File: src/rtl/lfsr_bist_gen.sv
// lfsr_bist_gen: burst-driven Fibonacci LFSR pattern generator for BIST.
// A start pulse launches a burst of 'len' steps; load seeds the register
// (all-zero seeds are replaced by DEFAULT_SEED and flagged), hold pauses a
// burst. wrap flags a step that returns the state to the period reference.
// Optional build macro LFSR_MISR_EN adds sig_in and folds it into every step,
// turning the register into a MISR for response compaction.
module lfsr_bist_gen #(
   parameter int               WIDTH        = 4,
   parameter logic [WIDTH-1:0] TAPS         = 4'b1100,
   parameter logic [WIDTH-1:0] DEFAULT_SEED = 4'b1100,
   parameter int               CNT_W        = 8
) (
   input  logic             clk,
   input  logic             rst,
   input  logic             load,
   input  logic [WIDTH-1:0] seed,
   input  logic             start,
   input  logic [CNT_W-1:0] len,
   input  logic             hold,
`ifdef LFSR_MISR_EN
   input  logic [WIDTH-1:0] sig_in,
`endif
   output logic             busy,
   output logic             done,
   output logic [WIDTH-1:0] q,
   output logic [WIDTH-1:0] q_rev,
   output logic             serial_out,
   output logic             wrap,
   output logic             seed_err
);

   typedef enum logic {
      IDLE = 1'b0,
      RUN  = 1'b1
   } fsm_t;

   fsm_t             fsm_q,      fsm_d;
   logic [WIDTH-1:0] state_q,    state_d;
   logic [WIDTH-1:0] ref_q,      ref_d;
   logic [CNT_W-1:0] cnt_q,      cnt_d;
   logic             done_q,     done_d;
   logic             wrap_q,     wrap_d;
   logic             seed_err_q, seed_err_d;
   logic [WIDTH-1:0] step_val;

   // One Fibonacci shift: left shift, parity of tapped bits enters bit 0.
   function automatic logic [WIDTH-1:0] lfsr_step(input logic [WIDTH-1:0] s);
      return {s[WIDTH-2:0], ^(s & TAPS)};
   endfunction

   // Candidate next state if this edge turns out to be a step.
   always_comb begin
`ifdef LFSR_MISR_EN
      step_val = lfsr_step(state_q) ^ sig_in;
`else
      step_val = lfsr_step(state_q);
`endif
   end

   // Next-state logic; priority is load, then start, then step.
   always_comb begin
      fsm_d      = fsm_q;
      state_d    = state_q;
      ref_d      = ref_q;
      cnt_d      = cnt_q;
      done_d     = 1'b0;
      wrap_d     = 1'b0;
      seed_err_d = seed_err_q;
      if (load) begin
         // A zero seed would lock the generator, so substitute the default.
         if (seed == '0) begin
            state_d    = DEFAULT_SEED;
            ref_d      = DEFAULT_SEED;
            seed_err_d = 1'b1;
         end else begin
            state_d    = seed;
            ref_d      = seed;
            seed_err_d = 1'b0;
         end
         fsm_d = IDLE;
         cnt_d = '0;
      end else begin
         case (fsm_q)
            IDLE: begin
               if (start) begin
                  if (len != '0) begin
                     fsm_d = RUN;
                     cnt_d = len;
                  end else begin
                     // Empty burst completes immediately without stepping.
                     done_d = 1'b1;
                  end
               end
            end
            RUN: begin
               if (!hold) begin
                  state_d = step_val;
                  cnt_d   = cnt_q - CNT_W'(1);
                  wrap_d  = (step_val == ref_q);
                  if (cnt_q == CNT_W'(1)) begin
                     fsm_d  = IDLE;
                     done_d = 1'b1;
                  end
               end
            end
            default: begin
               fsm_d = IDLE;
            end
         endcase
      end
   end

   // State register with synchronous active-high reset.
   always_ff @(posedge clk) begin
      if (rst) begin
         fsm_q      <= IDLE;
         state_q    <= DEFAULT_SEED;
         ref_q      <= DEFAULT_SEED;
         cnt_q      <= '0;
         done_q     <= 1'b0;
         wrap_q     <= 1'b0;
         seed_err_q <= 1'b0;
      end else begin
         fsm_q      <= fsm_d;
         state_q    <= state_d;
         ref_q      <= ref_d;
         cnt_q      <= cnt_d;
         done_q     <= done_d;
         wrap_q     <= wrap_d;
         seed_err_q <= seed_err_d;
      end
   end

   // Bit-reversed view of the state register.
   always_comb begin
      q_rev = '0;
      for (int i = 0; i < WIDTH; i++) begin
         q_rev[i] = state_q[WIDTH-1-i];
      end
   end

   assign busy       = (fsm_q == RUN);
   assign done       = done_q;
   assign q          = state_q;
   assign serial_out = state_q[WIDTH-1];
   assign wrap       = wrap_q;
   assign seed_err   = seed_err_q;

endmodule
File: config.mk
export PLATFORM = sky130hd
export DESIGN_NAME = lfsr_bist_gen
export DESIGN_NICKNAME = d
export VERILOG_FILES = /design/src/rtl/lfsr_bist_gen.sv
export SDC_FILE = /design/constraint.sdc
export NUM_CORES = 1
export LEC_CHECK = 0
export CAP_MARGIN = 20
export CORE_ASPECT_RATIO = 1.4
export CORE_MARGIN = 4
export CORE_UTILIZATION = 46
export CTS_CLUSTER_SIZE = 16
export DETAILED_ROUTE_END_ITERATION = 8
export PLACE_DENSITY = 0.82
export SYNTH_ARGS = -nofsm -noshare
export SYNTH_HDL_FRONTEND = slang
export SYNTH_SLANG_ARGS = --single-unit
File: constraint.sdc
create_clock -name clk -period 2 [get_ports clk]
set_input_delay 0.3 -clock clk [delete_from_list [all_inputs] [get_ports clk]]
set_output_delay 0.3 -clock clk [all_outputs]
set_load 0.005 [all_outputs]
==> flow_summary.json, run 1 <==
{
  "net-switching-power_uw": 219.0,
  "fill_cells": 202,
  "r2r_cells": 5,
  "clkLatencyLatePin_ns": 0.30,
  "p_comb_frac": 0.228,
  "ys_seq_elements": 20,
  "cts_setup_buffers": 0,
  "routedWlPerCell_um": 14.28,
  "nets": 179,
  "grt_pass1_vias": 1104,
  "port_buffers": 29,
  "die_h_um": 65.16,
  "antenna_found_initial": 0,
  "synth-edff-count": 0,
  "cts.clk_slew.worst_paths_ns": 0.10,
  "core_area_sq_um": 2202,
  "min_to": "ref_q[0]",
  "first_pass_iters": 4,
  "reg2reg_slack_ns": 0.29,
  "power_frac_seq": 0.540,
  "fin_cells": 180,
  "clockPowerShare": 0.232,
  "grt_max_degree": 15,
  "cts.sinks": 20,
  "status": "completed",
  "required_ns": 2.18,
  "crit_type": "flip-flop to flip-flop",
  "fin_crit_ns": 1.708,
  "intPower_uw": 592.0,
  "setup_viol_count_final": 0,
  "drc_errors": 0,
  "grt_overflow": 0,
  "cp.arrival_ns": 1.89,
  "grt_pass1_wl_um": 4416,
  "die_area_sq_um": 3182,
  "path_max_fanout": 5,
  "cts_resized": 0,
  "powerDensity_nw_per_um2": 584.0,
  "fin_worst_skew_ns": 0.0005674,
  "maxCapViolCount": 0,
  "synthArstFlopShare": 0,
  "power_leakage_nw": 0.5027,
  "num_antenna_cells": 0,
  "ys_seq_area_frac": 0.3730,
  "hp-start": "ref_q[0]",
  "relSlewSlack": 0.6454,
  "final-max-slew-violation-count": 0,
  "io_pins": 30,
  "placedCellCount": 177,
  "place.gp.congestion": 0.8714,
  "crit_chain": "inv_1 -> ha_1 -> or3b_2 -> o41ai_1 -> o22ai_1",
  "hold_viol": 0,
  "cts_tree": "done",
  "synth_area_sq_um": 1074,
  "holdPathStages": 2,
  "cts_buffer_depth": 2,
  "netSwitchingFraction": 0.2701,
  "utilization": 0.6307,
  "end_kind": "flip-flop",
  "rsz0062_at_grt": "no",
  "initial_core_util": 0.4875,
  "avgViaCountPerCell": 5.878,
  "die_w_um": 48.83,
  "h-tree-depth": 1,
  "start_kind": "flip-flop",
  "reg2reg_from": "cnt_q[0]",
  "ir_drop_mv": 0.4595,
  "drive_gt1_frac": 0.07595,
  "ys.flop_type": "dfxtp_1",
  "finalSetupTns_ns": 0,
  "synthesis.nets": 151,
  "min_path_type": "flip-flop to flip-flop",
  "cpPeakStageDelay_ns": 0.49,
  "cp_slowest_cell": "or3b_2",
  "drt_wl_total_um": 2571,
  "via_count": 1058,
  "fmax_mhz": 585.5,
  "drtAntennaViolNets": 0,
  "area_growth_pct": 29.37,
  "rows": 20,
  "yosys_warnings": 0,
  "critPathTopFamily": "simple AND/OR/NAND/NOR gates",
  "cp_num_buf_inv": 1,
  "fin_crit_sh": 0.8539,
  "holdBufCountCts": 0,
  "track_usage": 0.1745,
  "hpwl_um": 1986,
  "yosysUniqueCellTypes": 39,
  "root_buffer": "clkbuf_4",
  "syn-instance-count": 132,
  "drtIter0Drc": 19,
  "syn_avg_cell_area_sq_um": 8.133,
  "cts_inserted_buffers": 3,
  "whs_ns": 0.4966,
  "tightest_slew_ns": 0.5270,
  "rr_endpoint": "cnt_q[6]"
}
## power groups by stage
stage                     logic (mW)  clock network (mW)  registers, mW
final                          0.185               0.188          0.438
after global routing           0.204               0.212          0.441
after CTS                      0.185               0.191          0.438
after detailed placement       0.184                   0          0.447
after global placement         0.180                   0          0.445
after floorplan                0.106                   0          0.442
## flip-flops by register name, summed over array words and instances (netlist names)
signal,cells
busy,1
cnt_q,8
done,1
q,4
ref_q,4
seed_err,1
wrap,1
## Yosys cell counts, types with 4 or more instances
master / count / share of area
xnor2_1: 4 / 0.033
nand2b_1: 4 / 0.023
dfxtp_1: 20 / 0.37
nand2_1: 11 / 0.038
inv_1: 4 / 0.014
nor2_1: 11 / 0.038
nor4_1: 4 / 0.023
buf_4: 5 / 0.035
a21oi_1: 10 / 0.047
o22ai_1: 5 / 0.029
nor3_1: 6 / 0.028
## how the worst max path moves through the flow
stage / depth (start not counted) / slack, ns / end / from
5_1_grt: 5 / 0.21 / cnt_q[6] / cnt_q[0]
3_3_place_gp: 5 / 0.14 / cnt_q[4] / len[6]
6_report: 5 / 0.29 / cnt_q[6] / cnt_q[0]
3_5_place_dp: 5 / 0.08 / cnt_q[4] / len[6]
2_1_floorplan: 5 / 0.52 / cnt_q[6] / cnt_q[0]
4_1_cts: 5 / 0.30 / cnt_q[6] / cnt_q[0]
## routing by layer
layer / vias to the layer above / track usage / routed length (um)
met5: - / 0 / 0
li1: 523 / - / -
met4: 0 / 0.1111 / 50
met2: 37 / 0.3072 / 1343
met3: 5 / 0.04989 / 140
met1: 493 / 0.1773 / 1037
## through the flow
step	setup slack (ns)	area [sq um]	power, mW
after global placement	0.1450	1366	0.6253
final	0.2921	1389	0.8111
after detailed placement	0.08480	1366	0.6305
after CTS	0.3007	1389	0.8139
after global routing	0.2104	1389	0.8563
after floorplan	0.5189	1074	0.5486
## kinds of logic (layout without fill, tap and decap cells)
group | after synthesis | in the layout | share of synthesized area
AO/OA/AOI/OAI | 34 | 34 | 0.2040
XOR/XNOR | 5 | 5 | 0.04079
adder cells (fa/ha/maj) | 2 | 2 | 0.02331
buffers and inverters | 15 | 41 | 0.07226
flip-flops | 20 | 20 | 0.3730
multiplexers | 3 | 3 | 0.02797
AND/OR/NAND/NOR | 53 | 53 | 0.2587
## cell type report
type / count / area, sq um / share of cell area
flip-flops and latches: 20 / 400.4 / 0.2883
inverters: 4 / 15.01 / 0.01081
repair buffers: 34 / 327.8 / 0.2360
clock buffers: 3 / 22.52 / 0.01622
multi-input cells: 97 / 595.6 / 0.4288
well taps: 22 / 27.53 / 0.01982
## cells in the final DEF (no fill, tap or decap), types with 2 or more instances in the layout
cell,instances
nand4_1,2
inv_1,4
nor2b_1,3
nand2b_1,4
nor4_1,4
nor2_1,11
a31oi_1,2
mux2i_1,3
nand3_1,3
clkdlybuf4s50_1,29
a21o_1,3
o22ai_1,5
o21bai_1,3
clkbuf_4,3
or2_2,2
nand2_1,11
ha_1,2
nor3_1,6
buf_4,5
xnor2_1,4
a21oi_1,10
nor3b_1,2
dfxtp_1,20
o21ai_0,3
## worst min-delay path: cells and delay by family (launching register included)
| kind | cells | cell delay (ns) |
|---|---|---|
| flops | 1 | 0.33 |
| simple gates | 1 | 0.07 |
| compound gates | 1 | 0.06 |
Note: power is estimated with default switching activity, not from simulation.
==> run 2, diff against run 1 <==
--- a/config.mk
+++ b/config.mk
@@ -15,3 +15,4 @@
 export SYNTH_ARGS = -nofsm -noshare
 export SYNTH_HDL_FRONTEND = slang
 export SYNTH_SLANG_ARGS = --single-unit
+export TNS_END_PERCENT = 30
==> results of run 2 <==
The final DEF is identical to that of run 1; final timing and power are the same.
==> edit, RTL diff (flow settings as in run 1) <==
Set the parameter `CNT_W` to 12 (it was 8).
--- a/src/rtl/lfsr_bist_gen.sv
+++ b/src/rtl/lfsr_bist_gen.sv
@@ -8,7 +8,7 @@
    parameter int               WIDTH        = 4,
    parameter logic [WIDTH-1:0] TAPS         = 4'b1100,
    parameter logic [WIDTH-1:0] DEFAULT_SEED = 4'b1100,
-   parameter int               CNT_W        = 8
+   parameter int               CNT_W        = 12
 ) (
    input  logic             clk,
    input  logic             rst,
Interface: changed (resized len); port bits go from 30 to 34. No check against the original RTL was run, so the function may have changed too.
==> edit against run 1 <==
Synthesized cell count up 30%. Critical path depth is the same. Via count up 52%. Sequential cell count rose by 4. Wire length is 69% higher. Count of clock-buffer cells in the layout stayed put. First-iteration DRC count rose to 3.4 times the old value. Setup slack lost 0.22 ns. Synthesized area rose by 40%. Highest routed layer unchanged. Clock skew grew 0.0014 ns. Power rose by 55%. Final area increased by 49%.
==> edit: results (changes against run 1) <==
Status: complete, no violations
Compound-Gate Fraction of Synth Area: 25.69% (+5.3 points)
Tot GR Track Use: 20.93% (+3.5 points)
Final Wtd Congestion: 0.9318 (+6.9%)
Port bufs: 33 (+14%)
Worst skew pair latency: 0.26 ns (-0.04 ns)
R2R depth: 6 (+1)
Mux share of post-synthesis cell area: 5.985% (+3.2 points)
Reg-to-Reg End: cnt_q[8]
Largest net degree at the start of global routing: 19 (+4)
Via count: 1603 (+52%)
Vias in the first global route: 1526 (+38%)
Per-cell routed wire length: 16.88 um (+18%)
Net Count, Synth: 194 (+28%)
Syn Area/Cell: 8.802 um^2 (+8.2%)
Data arrival time of the worst path: 2.12 ns (+0.23 ns)
Final hold slack: 0.4937 ns (-0.002885 ns)
Peak supply drop: 541.1 uV (+18%)
Worst Skew: 0.001933 ns (+0.001365 ns)
DR iter-0 viols: 64 (+45)
Leakage: 0.0007620 uW (+52%)
CP max FO: 6 (+1)
Adder-cell share of the synthesized area: 1.663% (-0.67 points)
End point of the critical path: cnt_q[0]
CP Launch Point: len[2]
Post-synth top cells: 24 x dfxtp_1, 10 x a21oi_1, 10 x o31ai_1, 9 x buf_4, 9 x mux2i_1
HP Start: cnt_q[5]
Largest register FFs: 12 (+4)
Post-DP Area: 0.001954 mm^2 (+43%)
Yosys cell types: 47 (+21%)
Post-Place Cells: 250 (+41%)
Via density: 6.237 (+6.1%)
Worst-margin pin slew: 0.6364 ns (+0.1094 ns)
Final #Nets: 242 (+35%)
Global-route wire length before repair: 7120 um (+61%)
Dpl hpwl: 3378 um (+70%)
Main area contributors after synthesis: dfxtp_1 32%, mux2i_1 6.0%, o31ai_1 5.0%
Root Buffer: clkbuf_8
Layout cells sized above 1: 20.64% (+13 points)
CTS clk-pin slew, worst paths: 0.08 ns (-0.02 ns)
## edit: timing repair
action                                  4_1_cts  5_1_grt
gates cloned                                  0        1
gates resized for setup                       1        6
pin swaps                                     0        2
setup buffers                                 0        2
endpoints found under the setup margin        2       10
## edit: area by class of cell
class                      instances  area (um^2)  share of cell area [%]
sequential                        24        480.5                   23.24
inverter                           5        18.77                  0.9080
clock inverter                     1        30.03                   1.453
clock buffer                       3        41.29                   1.998
timing repair buffer              58        518.0                   25.06
multi-input combinational        127        929.6                   44.98
tap                               39        48.80                   2.361
## edit: per-layer routing
metal  vias up  GRT usage [%]  share of wire [%]
li1        745              -                  -
met1       763          23.78                 38
met2        81          40.18                 53
met3        14          2.881                6.4
met4         0          7.388                2.0
met5         -              0                  0
## edit: power by group through the flow
stage	clock network, uW	registers, uW	logic [uW]
after floorplan	0	528	174
after global placement	0	532	287
after detailed placement	0	534	297
after CTS	427	523	301
after global routing	441	528	342
final	420	524	317
## edit: cell families after synthesis
kind of cell	count (synthesis)
simple gates	58
compound gates	52
buf+inv	21
mux	9
xor+xnor	5
flops	24
fa+ha+maj	2
## edit: how the worst min path moves through the flow
stage                endpoint  cells after the start
detailed placement  cnt_q[11]                      2
finish               cnt_q[5]                      2
global placement     ref_q[2]                      2
floorplan            ref_q[2]                      2
global route        cnt_q[11]                      2
CTS                 cnt_q[11]                      2
## edit: worst max-delay path, stage by stage
cell	delay, ns
clkdlybuf4s50_1	0.44
or4_4	0.56
o31a_1	0.41
o31a_1	0.28
a21oi_1	0.14
## edit: stage by stage
| step | setup WS [ns] | total power [uW] |
|---|---|---|
| 2_1_floorplan | 0.1318 | 701.9 |
| 3_3_place_gp | -0.1648 | 818.7 |
| 3_5_place_dp | -0.2152 | 831.5 |
| 4_1_cts | 0.04144 | 1251 |
| 5_1_grt | 0.0005658 | 1310 |
| 6_report | 0.07073 | 1260 |
